### src/rtl/alu_arbiter_if.sv
// alu_arbiter_if
// Bundles every non-clock signal of the two-requester ALU arbiter.
//   req0_* / req1_* : requester valid/ready handshake plus ctrl (5b) and operands a/b (32b)
//   alu_*           : operation driven to the shared ALU and its combinational results
//   rsp_*           : registered response with valid/ready handshake and owner id
// Modports:
//   slave  : the arbiter itself
//   master : the surrounding system (requesters, ALU and response consumer)
interface alu_arbiter_if;
  logic        req0_valid;
  logic        req0_ready;
  logic [4:0]  req0_ctrl;
  logic [31:0] req0_a;
  logic [31:0] req0_b;

  logic        req1_valid;
  logic        req1_ready;
  logic [4:0]  req1_ctrl;
  logic [31:0] req1_a;
  logic [31:0] req1_b;

  logic [4:0]  alu_ctrl;
  logic [31:0] alu_a;
  logic [31:0] alu_b;
  logic [31:0] alu_out;
  logic [31:0] alu_out_high;
  logic        alu_zero;
  logic        alu_overflow;

  logic        rsp_valid;
  logic        rsp_ready;
  logic        rsp_id;
  logic [31:0] rsp_out;
  logic [31:0] rsp_high;
  logic        rsp_zero;
  logic        rsp_ovf;
  logic        rsp_illegal;

  modport slave (
    input  req0_valid, req0_ctrl, req0_a, req0_b,
    input  req1_valid, req1_ctrl, req1_a, req1_b,
    output req0_ready, req1_ready,
    output alu_ctrl, alu_a, alu_b,
    input  alu_out, alu_out_high, alu_zero, alu_overflow,
    output rsp_valid, rsp_id, rsp_out, rsp_high, rsp_zero, rsp_ovf, rsp_illegal,
    input  rsp_ready
  );

  modport master (
    output req0_valid, req0_ctrl, req0_a, req0_b,
    output req1_valid, req1_ctrl, req1_a, req1_b,
    input  req0_ready, req1_ready,
    input  alu_ctrl, alu_a, alu_b,
    output alu_out, alu_out_high, alu_zero, alu_overflow,
    input  rsp_valid, rsp_id, rsp_out, rsp_high, rsp_zero, rsp_ovf, rsp_illegal,
    output rsp_ready
  );
endinterface

### src/rtl/alu_arbiter.sv
// alu_arbiter
// Shares one combinational ALU between two requesters, one operation in flight.
// Each operation passes IDLE (grant) -> EXEC (ALU evaluates latched operands)
// -> RESP (registered result held until consumed).
// Ports:
//   clk   : system clock, rising edge
//   rst_n : asynchronous active-low reset
//   bus   : alu_arbiter_if.slave carrying requester, ALU and response signals
// Parameter:
//   PRIO_INIT : requester that wins the first tie after reset
module alu_arbiter #(
  parameter logic PRIO_INIT = 1'b0
) (
  input logic          clk,
  input logic          rst_n,
  alu_arbiter_if.slave bus
);

  localparam logic [4:0] CTRL_ADD = 5'd2;
  localparam logic [4:0] CTRL_MUL = 5'd5;
  localparam logic [4:0] CTRL_SUB = 5'd6;
  localparam logic [4:0] CTRL_MAX = 5'd20;

  typedef enum logic [1:0] {
    IDLE = 2'd0,
    EXEC = 2'd1,
    RESP = 2'd2
  } state_t;

  state_t      state;
  state_t      state_nxt;

  logic        last_grant;
  logic        grant_any;
  logic        grant_id;

  logic [4:0]  op_ctrl;
  logic [31:0] op_a;
  logic [31:0] op_b;
  logic        op_id;

  logic [31:0] rsp_out_q;
  logic [31:0] rsp_high_q;
  logic        rsp_zero_q;
  logic        rsp_ovf_q;
  logic        rsp_illegal_q;

  // State register; reset drops any operation in flight.
  always_ff @(posedge clk or negedge rst_n) begin
    if (!rst_n) begin
      state <= IDLE;
    end else begin
      state <= state_nxt;
    end
  end

  // Next state, grant decision and handshake outputs.
  // The grant is gated by rst_n so ready stays low while reset is held,
  // even though the FSM already sits in IDLE.
  // On a tie the requester that did not win last time is chosen.
  always_comb begin
    state_nxt      = state;
    grant_any      = 1'b0;
    grant_id       = 1'b0;
    bus.req0_ready = 1'b0;
    bus.req1_ready = 1'b0;
    bus.rsp_valid  = 1'b0;
    case (state)
      IDLE: begin
        if (rst_n && (bus.req0_valid || bus.req1_valid)) begin
          grant_any = 1'b1;
          if (bus.req0_valid && bus.req1_valid) begin
            grant_id = ~last_grant;
          end else begin
            grant_id = bus.req1_valid;
          end
          bus.req0_ready = ~grant_id;
          bus.req1_ready = grant_id;
          state_nxt      = EXEC;
        end
      end
      EXEC: begin
        state_nxt = RESP;
      end
      RESP: begin
        bus.rsp_valid = 1'b1;
        if (bus.rsp_ready) begin
          state_nxt = IDLE;
        end
      end
      default: begin
        state_nxt = IDLE;
      end
    endcase
  end

  // Operand latch and round-robin history, updated only on a grant.
  always_ff @(posedge clk or negedge rst_n) begin
    if (!rst_n) begin
      op_ctrl    <= 5'd0;
      op_a       <= 32'd0;
      op_b       <= 32'd0;
      op_id      <= 1'b0;
      last_grant <= ~PRIO_INIT;
    end else if (grant_any) begin
      op_id      <= grant_id;
      last_grant <= grant_id;
      if (grant_id) begin
        op_ctrl <= bus.req1_ctrl;
        op_a    <= bus.req1_a;
        op_b    <= bus.req1_b;
      end else begin
        op_ctrl <= bus.req0_ctrl;
        op_a    <= bus.req0_a;
        op_b    <= bus.req0_b;
      end
    end
  end

  // Result capture at the end of EXEC. Overflow only means something for
  // ADD/SUB and the high word only for MUL, so both are masked otherwise.
  always_ff @(posedge clk or negedge rst_n) begin
    if (!rst_n) begin
      rsp_out_q     <= 32'd0;
      rsp_high_q    <= 32'd0;
      rsp_zero_q    <= 1'b0;
      rsp_ovf_q     <= 1'b0;
      rsp_illegal_q <= 1'b0;
    end else if (state == EXEC) begin
      rsp_out_q     <= bus.alu_out;
      rsp_high_q    <= (op_ctrl == CTRL_MUL) ? bus.alu_out_high : 32'd0;
      rsp_zero_q    <= bus.alu_zero;
      rsp_ovf_q     <= ((op_ctrl == CTRL_ADD) || (op_ctrl == CTRL_SUB)) ? bus.alu_overflow : 1'b0;
      rsp_illegal_q <= (op_ctrl > CTRL_MAX);
    end
  end

  // The ALU always sees the latched operation, keeping it stable through EXEC and RESP.
  assign bus.alu_ctrl    = op_ctrl;
  assign bus.alu_a       = op_a;
  assign bus.alu_b       = op_b;

  assign bus.rsp_id      = op_id;
  assign bus.rsp_out     = rsp_out_q;
  assign bus.rsp_high    = rsp_high_q;
  assign bus.rsp_zero    = rsp_zero_q;
  assign bus.rsp_ovf     = rsp_ovf_q;
  assign bus.rsp_illegal = rsp_illegal_q;

endmodule

### src/flat_wrapper.sv
// flat-port wrapper written by rule: the top's interface ports become plain ports
module alu_arbiter_flat 
#(
  parameter logic PRIO_INIT = 1'b0
)
  (clk, rst_n, bus_req0_valid, bus_req0_ctrl, bus_req0_a, bus_req0_b, bus_req1_valid, bus_req1_ctrl, bus_req1_a, bus_req1_b, bus_req0_ready, bus_req1_ready, bus_alu_ctrl, bus_alu_a, bus_alu_b, bus_alu_out, bus_alu_out_high, bus_alu_zero, bus_alu_overflow, bus_rsp_valid, bus_rsp_id, bus_rsp_out, bus_rsp_high, bus_rsp_zero, bus_rsp_ovf, bus_rsp_illegal, bus_rsp_ready);
  alu_arbiter_if bus_i ();
  input logic clk;
  input logic rst_n;
  input wire logic [$bits(bus_i.req0_valid)-1:0] bus_req0_valid;
  input wire logic [$bits(bus_i.req0_ctrl)-1:0] bus_req0_ctrl;
  input wire logic [$bits(bus_i.req0_a)-1:0] bus_req0_a;
  input wire logic [$bits(bus_i.req0_b)-1:0] bus_req0_b;
  input wire logic [$bits(bus_i.req1_valid)-1:0] bus_req1_valid;
  input wire logic [$bits(bus_i.req1_ctrl)-1:0] bus_req1_ctrl;
  input wire logic [$bits(bus_i.req1_a)-1:0] bus_req1_a;
  input wire logic [$bits(bus_i.req1_b)-1:0] bus_req1_b;
  output wire logic [$bits(bus_i.req0_ready)-1:0] bus_req0_ready;
  output wire logic [$bits(bus_i.req1_ready)-1:0] bus_req1_ready;
  output wire logic [$bits(bus_i.alu_ctrl)-1:0] bus_alu_ctrl;
  output wire logic [$bits(bus_i.alu_a)-1:0] bus_alu_a;
  output wire logic [$bits(bus_i.alu_b)-1:0] bus_alu_b;
  input wire logic [$bits(bus_i.alu_out)-1:0] bus_alu_out;
  input wire logic [$bits(bus_i.alu_out_high)-1:0] bus_alu_out_high;
  input wire logic [$bits(bus_i.alu_zero)-1:0] bus_alu_zero;
  input wire logic [$bits(bus_i.alu_overflow)-1:0] bus_alu_overflow;
  output wire logic [$bits(bus_i.rsp_valid)-1:0] bus_rsp_valid;
  output wire logic [$bits(bus_i.rsp_id)-1:0] bus_rsp_id;
  output wire logic [$bits(bus_i.rsp_out)-1:0] bus_rsp_out;
  output wire logic [$bits(bus_i.rsp_high)-1:0] bus_rsp_high;
  output wire logic [$bits(bus_i.rsp_zero)-1:0] bus_rsp_zero;
  output wire logic [$bits(bus_i.rsp_ovf)-1:0] bus_rsp_ovf;
  output wire logic [$bits(bus_i.rsp_illegal)-1:0] bus_rsp_illegal;
  input wire logic [$bits(bus_i.rsp_ready)-1:0] bus_rsp_ready;
  assign bus_i.req0_valid = bus_req0_valid;
  assign bus_i.req0_ctrl = bus_req0_ctrl;
  assign bus_i.req0_a = bus_req0_a;
  assign bus_i.req0_b = bus_req0_b;
  assign bus_i.req1_valid = bus_req1_valid;
  assign bus_i.req1_ctrl = bus_req1_ctrl;
  assign bus_i.req1_a = bus_req1_a;
  assign bus_i.req1_b = bus_req1_b;
  assign bus_req0_ready = bus_i.req0_ready;
  assign bus_req1_ready = bus_i.req1_ready;
  assign bus_alu_ctrl = bus_i.alu_ctrl;
  assign bus_alu_a = bus_i.alu_a;
  assign bus_alu_b = bus_i.alu_b;
  assign bus_i.alu_out = bus_alu_out;
  assign bus_i.alu_out_high = bus_alu_out_high;
  assign bus_i.alu_zero = bus_alu_zero;
  assign bus_i.alu_overflow = bus_alu_overflow;
  assign bus_rsp_valid = bus_i.rsp_valid;
  assign bus_rsp_id = bus_i.rsp_id;
  assign bus_rsp_out = bus_i.rsp_out;
  assign bus_rsp_high = bus_i.rsp_high;
  assign bus_rsp_zero = bus_i.rsp_zero;
  assign bus_rsp_ovf = bus_i.rsp_ovf;
  assign bus_rsp_illegal = bus_i.rsp_illegal;
  assign bus_i.rsp_ready = bus_rsp_ready;
  alu_arbiter #(.PRIO_INIT(PRIO_INIT)) u_core (.clk(clk), .rst_n(rst_n), .bus(bus_i));
endmodule
### config.mk
export PLATFORM = sky130hd
export DESIGN_NAME = alu_arbiter_flat
export DESIGN_NICKNAME = d
export VERILOG_FILES = /design/src/rtl/alu_arbiter_if.sv /design/src/rtl/alu_arbiter.sv /design/src/flat_wrapper.sv
export SDC_FILE = /design/constraint.sdc
export NUM_CORES = 1
export LEC_CHECK = 0
export ABC_CLOCK_PERIOD_IN_PS = 4800
export BUFFER_PORTS_ARGS = -buffer_cell sky130_fd_sc_hd__buf_2
export CORE_AREA = 2 2 135 137
export DETAILED_ROUTE_END_ITERATION = 8
export DIE_AREA = 0 0 137 139
export PLACE_DENSITY = 0.72
export SETUP_SLACK_MARGIN = 0.5
export SLEW_MARGIN = 40
export SYNTH_ARGS = -nofsm -noshare
export SYNTH_HDL_FRONTEND = slang
export SYNTH_SLANG_ARGS = --single-unit
export TNS_END_PERCENT = 10
### constraint.sdc
create_clock -name clk -period 4.8 [get_ports clk]
set_clock_uncertainty 0.15 [all_clocks]
set_input_delay 0.24 -clock clk [delete_from_list [all_inputs] [get_ports clk]]
set_output_delay 0.24 -clock clk [all_outputs]
set_load 0.01 [all_outputs]
After elaboration in Yosys (flattened, before gate mapping)
Index checks and enable logic that the tools add are counted.

cells by class
  add/sub/neg operators = 0
  multipliers = 0
  divide/modulo/power cells = 0
  magnitude comparators = 1
  equal/unequal tests = 7
  shifts and indexed selects = 0
  multiplexer cells = 18
  bitwise operators = 2
  reduce and logical (&&, ||, !) cells = 6

operators by type and width
  operator                                                                 number
  32-bit two-way mux                                                       3
  1-bit two-way mux                                                        11
  5-bit by 3-bit equality test with 1-bit output, second input constant    2
  2-bit one-hot mux with 3 select lines                                    1
  5-bit by 2-bit equality test with 1-bit output, second input constant    1
  5-bit greater-than comparator, second input constant                     1
  5-bit two-way mux                                                        1
  2-bit two-way mux                                                        2
  2-bit by 1-bit equality test with 1-bit output, second input constant    1
  2-bit equality test, second input constant                               1
  1-bit logical AND                                                        2
  2-bit zero test                                                          1
  1-bit logical OR                                                         2
  2-bit by 1-bit inequality test with 1-bit output, second input constant  1
  2-bit inequality test, second input constant                             1
  1-bit NOT                                                                2
  2-bit AND reduction                                                      1

word-level totals
  bits in registers = 140
  latch bits = 0
  bits in writable memories = 0
  memory bits (read-only) = 0
  input bits = 209
  output and inout port bits = 140
  logic and storage cells = 45
  memories kept = 0

Logic depth before layout (Yosys ltp)
Gate-level depths: netlist of run 1.

  depth in word-level cells = 7
  depth in mapped cells = 6
  mapped depth without buffers = 4

Worst setup path after synthesis of run 1
OpenSTA, ideal clock, no wires.

  kind = register -> register
  start point = register u_core.last_grant
  end point = register u_core.op_b[15], in the netlist u_core.bus.alu_b[15]
  library setup time = 126 ps
  arrival = 1368 ps
  required time = 4524 ps
  setup slack = 3156 ps
  cell stages (with the launch flop) = 6
  buffers on the path = 2
  clock period less this slack = 1644 ps
  cell sequence = dfstp_2 > nand2_1 > and3_1 > buf_2 > buf_2 > a221o_1

between the ends
  longest elaborated chain between the ends = 7

ends and longest elaborated chain
  item                             line                RTL
  start: declaration               alu_arbiter.sv:33   logic last_grant;
  start signal: assignment         alu_arbiter.sv:104  last_grant <= ~PRIO_INIT;
  start signal: assignment         alu_arbiter.sv:107  last_grant <= grant_id;
  1-bit NOT                        alu_arbiter.sv:73   grant_id = ~last_grant;
  1-bit two-way mux                alu_arbiter.sv:72   if (bus.req0_valid && bus.req1_valid) begin
  1-bit two-way mux                alu_arbiter.sv:70   if (rst_n && (bus.req0_valid || bus.req1_valid)) begin
  1-bit two-way mux                alu_arbiter.sv:68   case (state)
  1-bit two-way mux (2 in series)  -
  named net bus_req1_ready         flat_wrapper.sv:19  output wire logic [$bits(bus_i.req1_ready)-1:0] bus_req1_ready;
  32-bit two-way mux               alu_arbiter.sv:108  if (grant_id) begin
  end signal: assignment           alu_arbiter.sv:111  op_b <= bus.req1_b;
  end signal: assignment           alu_arbiter.sv:115  op_b <= bus.req0_b;
  end: declaration                 alu_arbiter.sv:39   logic [31:0] op_b;

The timed path passes the listed nets, and every way through them passes these cells. The select of a mux whose other input is x is not followed.
A chain may end at the register's enable or synchronous reset.

Worst setup path after layout of run 1
  start point = input rst_n
  end point = output bus_req1_ready

between the ends
  longest elaborated chain between the ends = 3

ends and longest elaborated chain
  item                line                RTL
  start: declaration  flat_wrapper.sv:9   input logic rst_n;
  1-bit logical AND   alu_arbiter.sv:70
  1-bit two-way mux   alu_arbiter.sv:70
  1-bit two-way mux   alu_arbiter.sv:68
  end: declaration    flat_wrapper.sv:19

Every way passes these cells.

==> impl_summary.md, run 1 <==
Detailed routing
The number of vias after detailed routing is 6521. The number of nets with antenna violations after routing is 0. The routed design has 21.53 mm of wire. The remaining design rule violation count is 0. The post-detailed-route via-to-cell ratio is 4.922.

The number of detailed-route iterations in the first pass is 5. The first routing iteration left 271 violations. In the final routed layout, each cell accounts on average for 16.25 um.

Clock tree
The later pin in the worst-skew pair is clocked with a latency of 0.41 ns. The post-cts repair resize count is 0. The TritonCTS clock tree is yes. After clock tree synthesis, the clock-pin slew on the worst setup and hold paths is 0.05 ns. The buffers inserted during post-CTS setup optimization is 0. Counting the buffers created by CTS gives 17. The buffer levels on the longest clock path is 2. The H-tree generated during clock tree synthesis spans 4 levels. The total number of clock tree sinks is 140. CTS placed an instance of clkbuf_16 at the clock tree root.

Timing
The actual slew at the worst max-slew pin is 0.7793 ns. Final hold analysis gives a worst-case slack of 0.009340 ns. For this run, the top clock speed supported by timing is 298.6 MHz. The shortest period the worst path allows is 3.350 ns.

The worst pin sits at a relative slew slack of 0.4805. The number of hold-slack violations in the final timing report is 0. Dividing the final minimum period by the clock period gives 0.6978. Setup repair after global routing left no endpoint under its margin. Setup violations remaining at the end of the flow were counted as 0. Summed over all failing endpoints, the final setup total negative slack is 0 ns. The number of max-slew violations in the final report is 0.

GRT
The number of antenna violations at the first check in global routing is 1. Across every metal layer, demand over resource in global routing totals 0.2212. The total congestion overflow is 0.

The first global-routing pass estimated 33.02 mm of wire. The maximum number of pins on one net before global-route repair is 73. The number of global-route vias before repair came to 6513.

Floorplan
During I/O placement, the number of pins put on the boundary was 349. The initial core utilization is 0.3415. The core outline area is 17660 um2.

The die width is 137 um. The number of cell rows is 49. The die covers 19040 um2. The vertical die dimension is 139 um.

Logic synthesis
Ranked by total cell area, the synthesized netlist is headed by dfrtp_1 (58%), nand2_1 (15%), a221o_1 (11%), nor3_1 (4.9%), o21ai_0 (3.0%). The count of distinct cell types in the synthesized netlist is 24. Of the post-synthesis cell area, the dominant cell type holds 0.5769.

The number of synthesis warnings is 0. The proportion of synthesized chip area in sequential cells is 0.5812. The synthesized instance count is 625. The synthesized netlist occupies a cell area of 6030 um2.

The synthesized design contains 140 register bits. The synthesized net count is 834. The top cell type by total area after synthesis is dfrtp_1. In this run the mean area of a mapped cell was 9.647 um2.

Worst hold path
Along the worst hold path, the cell count comes to 2. The path with the worst hold slack has its endpoint at u_core.bus.alu_a[16]$_DFFE_PN0P_. The tightest min-delay check is of the in2reg type. In this run the most critical hold path is launched from bus_req1_a[16].

Setup path
Across all register-to-register paths, the minimum setup slack is 2.52 ns. The critical path arrival is 2.96 ns. The startpoint identified for the worst register-to-register timing path is u_core.state[1]$_DFFE_PN0P_. For the worst flop-to-flop path, the logic depth is 4.

The critical path is of the in2out type. STA classifies the critical path endpoint as an output pin. Of all nets on the critical path, the largest fanout is 71. The terminus of the critical flop-to-flop path is u_core.bus.alu_a[23]$_DFFE_PN0P_. The critical path data required time is 4.41 ns. The startpoint type of the worst setup path is an input pin.

Finish
Measured on the finished design, the core utilization comes to 0.5636. After routing the design area is 9952 um2. The area added between synthesis and finish is 65.05%. In the final layout, the share of cells above drive strength 1 is 0.3708. The number of nets at the end of the flow is 1293.

Placed design
The weighted congestion reported at the end of routability-driven placement is 0.8029. During placement, the flow inserted port buffers numbering 348. The cell area after placement is 7976 um2. The estimated wirelength of the detail-placed design is 14.11 mm.

Power
The post-route total power is 5.075 mW. The peak supply drop is 0.0002822 V. The power density normalized to cell area is 509.9 nW/um2. The analysis attributes to cell leakage a power of 5.118 nW.

Run status
The flow ran to the end, and the final reports show no timing, DRC or antenna violations.

Job
The max capacitance violation total is 0.
[cell type report]
cell class,instances,area [um2]
Fill cell,1459,7705
Sequential cell,140,3505
Timing Repair Buffer,497,3251
Multi-Input combinational cell,425,2285
Clock buffer,20,446.7
Tap cell,229,286.5
Clock inverter,10,165.2
Inverter,3,11.26
Antenna cell,1,2.502
[kinds of logic (layout without fill, tap and decap cells)]
logic type,Yosys count,in the layout,share of synthesized area
AND/OR/NAND/NOR,316,316,0.2254
flip-flops,140,140,0.5812
AO/OA/AOI/OAI,109,109,0.1490
buffers and inverters,60,530,0.04441
other,0,1,0
[per-stage QoR]
stage / setup slack, ns / std cells
floorplan: 3.156 / 625
global placement: 2.019 / 1153
CTS: 1.400 / 1324
detailed placement: 1.972 / 1158
finish: 1.450 / 1325
global route: 1.194 / 1325
[cells in the mapped netlist (all sizes together)]
| cell | instances |
|---|---|
| a221o | 69 |
| and2b | 1 |
| and3 | 1 |
| buf | 29 |
| clkbuf | 28 |
| dfrtp | 139 |
| dfstp | 1 |
| inv | 3 |
| nand2 | 235 |
| nand2b | 3 |
| nand3 | 1 |
| nand4b | 2 |
| nor2 | 1 |
| nor2b | 1 |
| nor3 | 69 |
| nor3b | 1 |
| o21a | 3 |
| o21ai | 37 |
| or3b | 1 |
[metal layers]
layer,global-route usage,share of wire
met1,0.2666,0.39
met4,0.09712,0.030
met5,0,0
met3,0.05263,0.085
met2,0.3731,0.49
[repair_timing]
action,4_1_cts,5_1_grt
endpoints found under the setup margin,0,0
hold buffers,136,0
endpoints found under the hold margin,202,0
[cell usage in the layout, fill, tap and decap left out, drive strengths merged]
cell / count
a221o: 69
and2b: 1
and3: 1
buf: 361
bufinv: 4
clkbuf: 20
clkinv: 4
dfrtp: 139
dfstp: 1
diode: 1
dlygate4sd3: 136
inv: 5
nand2: 235
nand2b: 3
nand3: 1
nand4b: 2
nor2: 1
nor2b: 1
nor3: 69
nor3b: 1
o21a: 3
o21ai: 37
or3b: 1
[worst max path at each step]
stage,start,to,cells after the start
after global placement,rst_n,bus_req1_ready,5
final,rst_n,bus_req1_ready,6
after floorplan,u_core.last_grant$_DFFE_PN1P_,u_core.bus.alu_b[15]$_DFFE_PN0P_,5
after global routing,rst_n,bus_req1_ready,6
after detailed placement,rst_n,bus_req1_ready,5
after CTS,rst_n,bus_req1_ready,6
[sequential cells by signal, summed over array words and instances, names as in the netlist]
name                    count
u_core.bus.alu_b           32
u_core.bus.rsp_ovf          1
u_core.bus.rsp_zero         1
u_core.last_grant           1
u_core.bus.rsp_out         32
u_core.bus.alu_ctrl         5
u_core.bus.alu_a           32
u_core.state                2
u_core.bus.rsp_illegal      1
u_core.bus.rsp_high        32
u_core.bus.rsp_id           1
[power breakdown]
group / total, mW / internal (mW) / switching, mW / leakage (nW)
logic: 1.75 / 0.806 / 0.940 / 3.03
registers: 1.95 / 1.65 / 0.305 / 1.78
clock network: 1.38 / 0.881 / 0.496 / 0.301
total: 5.07 / 3.33 / 1.74 / 5.12
[worst max-delay path: stages]
cell and delay [ns]:
dlygate4sd3_1 0.55, buf_6 0.50, nor3b_1 0.50, and3_2 0.60, buf_4 0.35, buf_2 0.18
Power figures use the tool's default switching activity.
==> run 2: changes to the inputs <==
--- a/config.mk
+++ b/config.mk
@@ -5,7 +5,7 @@
 export SDC_FILE = /design/constraint.sdc
 export NUM_CORES = 1
 export LEC_CHECK = 0
-export ABC_CLOCK_PERIOD_IN_PS = 4800
+export ABC_CLOCK_PERIOD_IN_PS = 3100
 export BUFFER_PORTS_ARGS = -buffer_cell sky130_fd_sc_hd__buf_2
 export CORE_AREA = 2 2 135 137
 export DETAILED_ROUTE_END_ITERATION = 8
==> constraint.sdc (replaced) <==
create_clock -name clk -period 3.1 [get_ports clk]
set_clock_uncertainty 0.15 [all_clocks]
set_input_delay 0.155 -clock clk [delete_from_list [all_inputs] [get_ports clk]]
set_output_delay 0.155 -clock clk [all_outputs]
set_load 0.01 [all_outputs]
==> run 2 against run 1 <==
Worst hold slack better by 0.0097 ns. Global-route usage up 2.2 points. Clock power up 49%. Non-clock buffer count up 52. Critical path type is now in2reg. Critical endpoint is now u_core.bus.alu_a[10]$_DFFE_PN0P_.
==> impl_summary.md, run 2 (synthesis gave the netlist of run 1 again) <==
Setup path
Setup slack on the worst reg-to-reg path comes out at 0.81 ns. STA puts the critical path data required time at 3.29 ns. The worst setup path is captured at a flop. For the worst setup path, the data arrival time is 2.60 ns. The startpoint type of the worst setup path is an input pin. The kind of critical path is in2reg. Of all nets on the critical path, the largest fanout is 27.

Finish
In the layout the commonest cells are buf_2 (347), nand2_1 (235), dlygate4sd3_1 (187). The library cell used most frequently in the layout, excluding fill and tap cells, is buf_2. The fraction of layout instances using a drive strength above 1 is 0.3597. The area added between synthesis and finish is 74.27%. The post-layout utilization of the core is 0.5951. The finished layout holds 1382 standard cells, fillers aside. The number of nets at the end of the flow is 1347. The area of all placed cells without fillers is 10510 um2.

Timing
Setup repair after global routing left no endpoint under its margin. The achievable clock frequency is 415.6 MHz. On the final layout, the worst hold slack is 0.01908 ns.

The number of hold-slack violations in the final timing report is 0. After layout, the worst setup slack is 0.6938 ns. The shortest period the worst path allows is 2.406 ns. The number of max-slew violations in the final report is 0. At the pin with the least slew margin, the transition time is 0.7277 ns. Setup violations remaining at the end of the flow were counted as 0. In the final timing run, aggregate negative setup slack is 0 ns. The worst-case headroom to the max-slew limit is 0.5127.

The share of the clock period used by the worst path after layout is 0.7762.

Detailed routing
The final routed wirelength across all metal layers is 23.90 mm. Before antenna repair, the detailed router went through 7 iterations. Using the TritonRoute via totals, the vias-per-cell ratio works out to 5.035. The routed layout has 6958 vias.

The count of routing violations after the opening detailed-route iteration is 378. The number of nets with antenna violations after routing is 0. For this run, design rule violations remaining after detail routing come to 0. In the final routed layout, each cell accounts on average for 17.30 um.

GRT
For this run, global-route usage on met3 was measured as 0.07749. The maximum number of pins on one net before global-route repair is 67. The overall track demand over capacity in global routing is 0.2434. The total congestion overflow is 0.

The met2 track demand over resource is 0.4129. The wire length of the first global-routing pass is 36.22 mm. The met1 routing resource usage after global routing is 0.2751. The number of global-route vias before repair is 7154. The global routing stage identified its most utilized layer as met2. The number of antenna violations at the first check in global routing is 2.

Power
The leakage power total is 5.356 nW. The peak supply drop is 0.0004465 V. The power density normalized to cell area is 759.8 nW/um2. The completed layout was analyzed and its total power is 7.983 mW.

Clock tree
The number of clock buffers inserted by TritonCTS is 17. CTS placed an instance of clkbuf_16 at the clock tree root. Clock tree synthesis found a total of 140 sinks. Counting along the longest clock path gives a buffer depth of 2.

Clock-pin slew was measured on the worst setup and hold paths at 0.06 ns. In this run the number of H-tree levels came out at 4. The insertion delay to the later sink of the worst-skew pair is 0.41 ns. The TritonCTS clock tree is yes.

Floorplan
The initialized floorplan defines 49 standard-cell rows. In this run the horizontal extent of the chip is 137 um. The die area is 19040 um2.

The total area inside the core boundary comes to 17660 um2. The floorplan step set the die height to 139 um. During I/O placement, the number of pins put on the boundary was 349. The initial utilization of the core area, before any placement, comes to 0.3415.

Placed design
After detailed placement, the total cell area comes to 7994 um2. The weighted congestion reported at the end of routability-driven placement is 0.8235. The instance count after placement with tap cells included is 1158.

The HPWL after detailed placement is 13.97 mm. The worst setup timing slack at the placement stage is 0.8791 ns. The number of port buffers is 348.

Job
Across the run, the number of max-cap violations was 0.

Worst hold path
The path class of the tightest hold or removal check is in2reg.

Run status
The run finished with clean final reports.
==> run 2: cell types whose count changed in the layout (fill, tap and decap cells not counted), moves of 2 or more <==
cell / before / now
clkbuf_8: 1 / 3
clkbuf_1: 2 / 0
bufinv_16: 4 / 2
dlygate4sd3_1: 136 / 187
buf_12: 1 / 4
clkinv_4: 2 / 4
==> run 2: worst max-delay path, cell delays in order <==
cell           delay [ns]
dlygate4sd3_1        0.55
buf_6                0.25
nor3b_2              0.34
and3_2               0.48
a221o_1              0.23
dlygate4sd3_1        0.56
==> run 2: routing by layer <==
layer / up-vias / wire length [um]
met5: - / 0
met2: 413 / 11720
met1: 3280 / 8841
met4: 0 / 883
met3: 64 / 2459
li1: 3201 / -
==> run 2: layout make-up <==
class | count | area [um2]
Clock inverter | 12 | 135.1
Inverter | 3 | 11.26
Sequential cell | 140 | 3505
Fill cell | 1439 | 7149
Antenna cell | 2 | 5.005
Multi-Input combinational cell | 427 | 2312
Tap cell | 229 | 286.5
Clock buffer | 20 | 466.7
Timing Repair Buffer | 549 | 3786
==> run 2: power breakdown <==
group	leakage (nW)	internal, mW	total, mW	switching, mW
registers	1.78	2.55	3.00	0.455
logic	3.28	1.38	2.92	1.54
clock network	0.297	1.26	2.06	0.805
total	5.36	5.18	7.98	2.80
==> run 2: worst paths after layout <==
| path | from | end | cells past startpoint |
|---|---|---|---|
| min | bus_req0_a[24] | u_core.bus.alu_a[24]$_DFFE_PN0P_ | 4 |
| min in group asynchronous | rst_n | u_core.state[0]$_DFFE_PN0P_ | 2 |
| max | rst_n | u_core.bus.alu_a[10]$_DFFE_PN0P_ | 6 |
| max in group asynchronous | rst_n | u_core.bus.alu_a[18]$_DFFE_PN0P_ | 3 |
| min reg2reg | u_core.bus.rsp_out[17]$_DFFE_PN0N_ | u_core.bus.rsp_out[17]$_DFFE_PN0N_ | 2 |
| max reg2reg | u_core.state[0]$_DFFE_PN0P_ | u_core.bus.alu_a[10]$_DFFE_PN0P_ | 4 |
==> run 2: what timing repair did <==
item                       in CTS  in global routing
hold endpoints to repair      209                  0
setup endpoints to repair       0                 11
hold buffers                  187                  0
setup buffers                   0                  1
gates resized for setup         0                  1
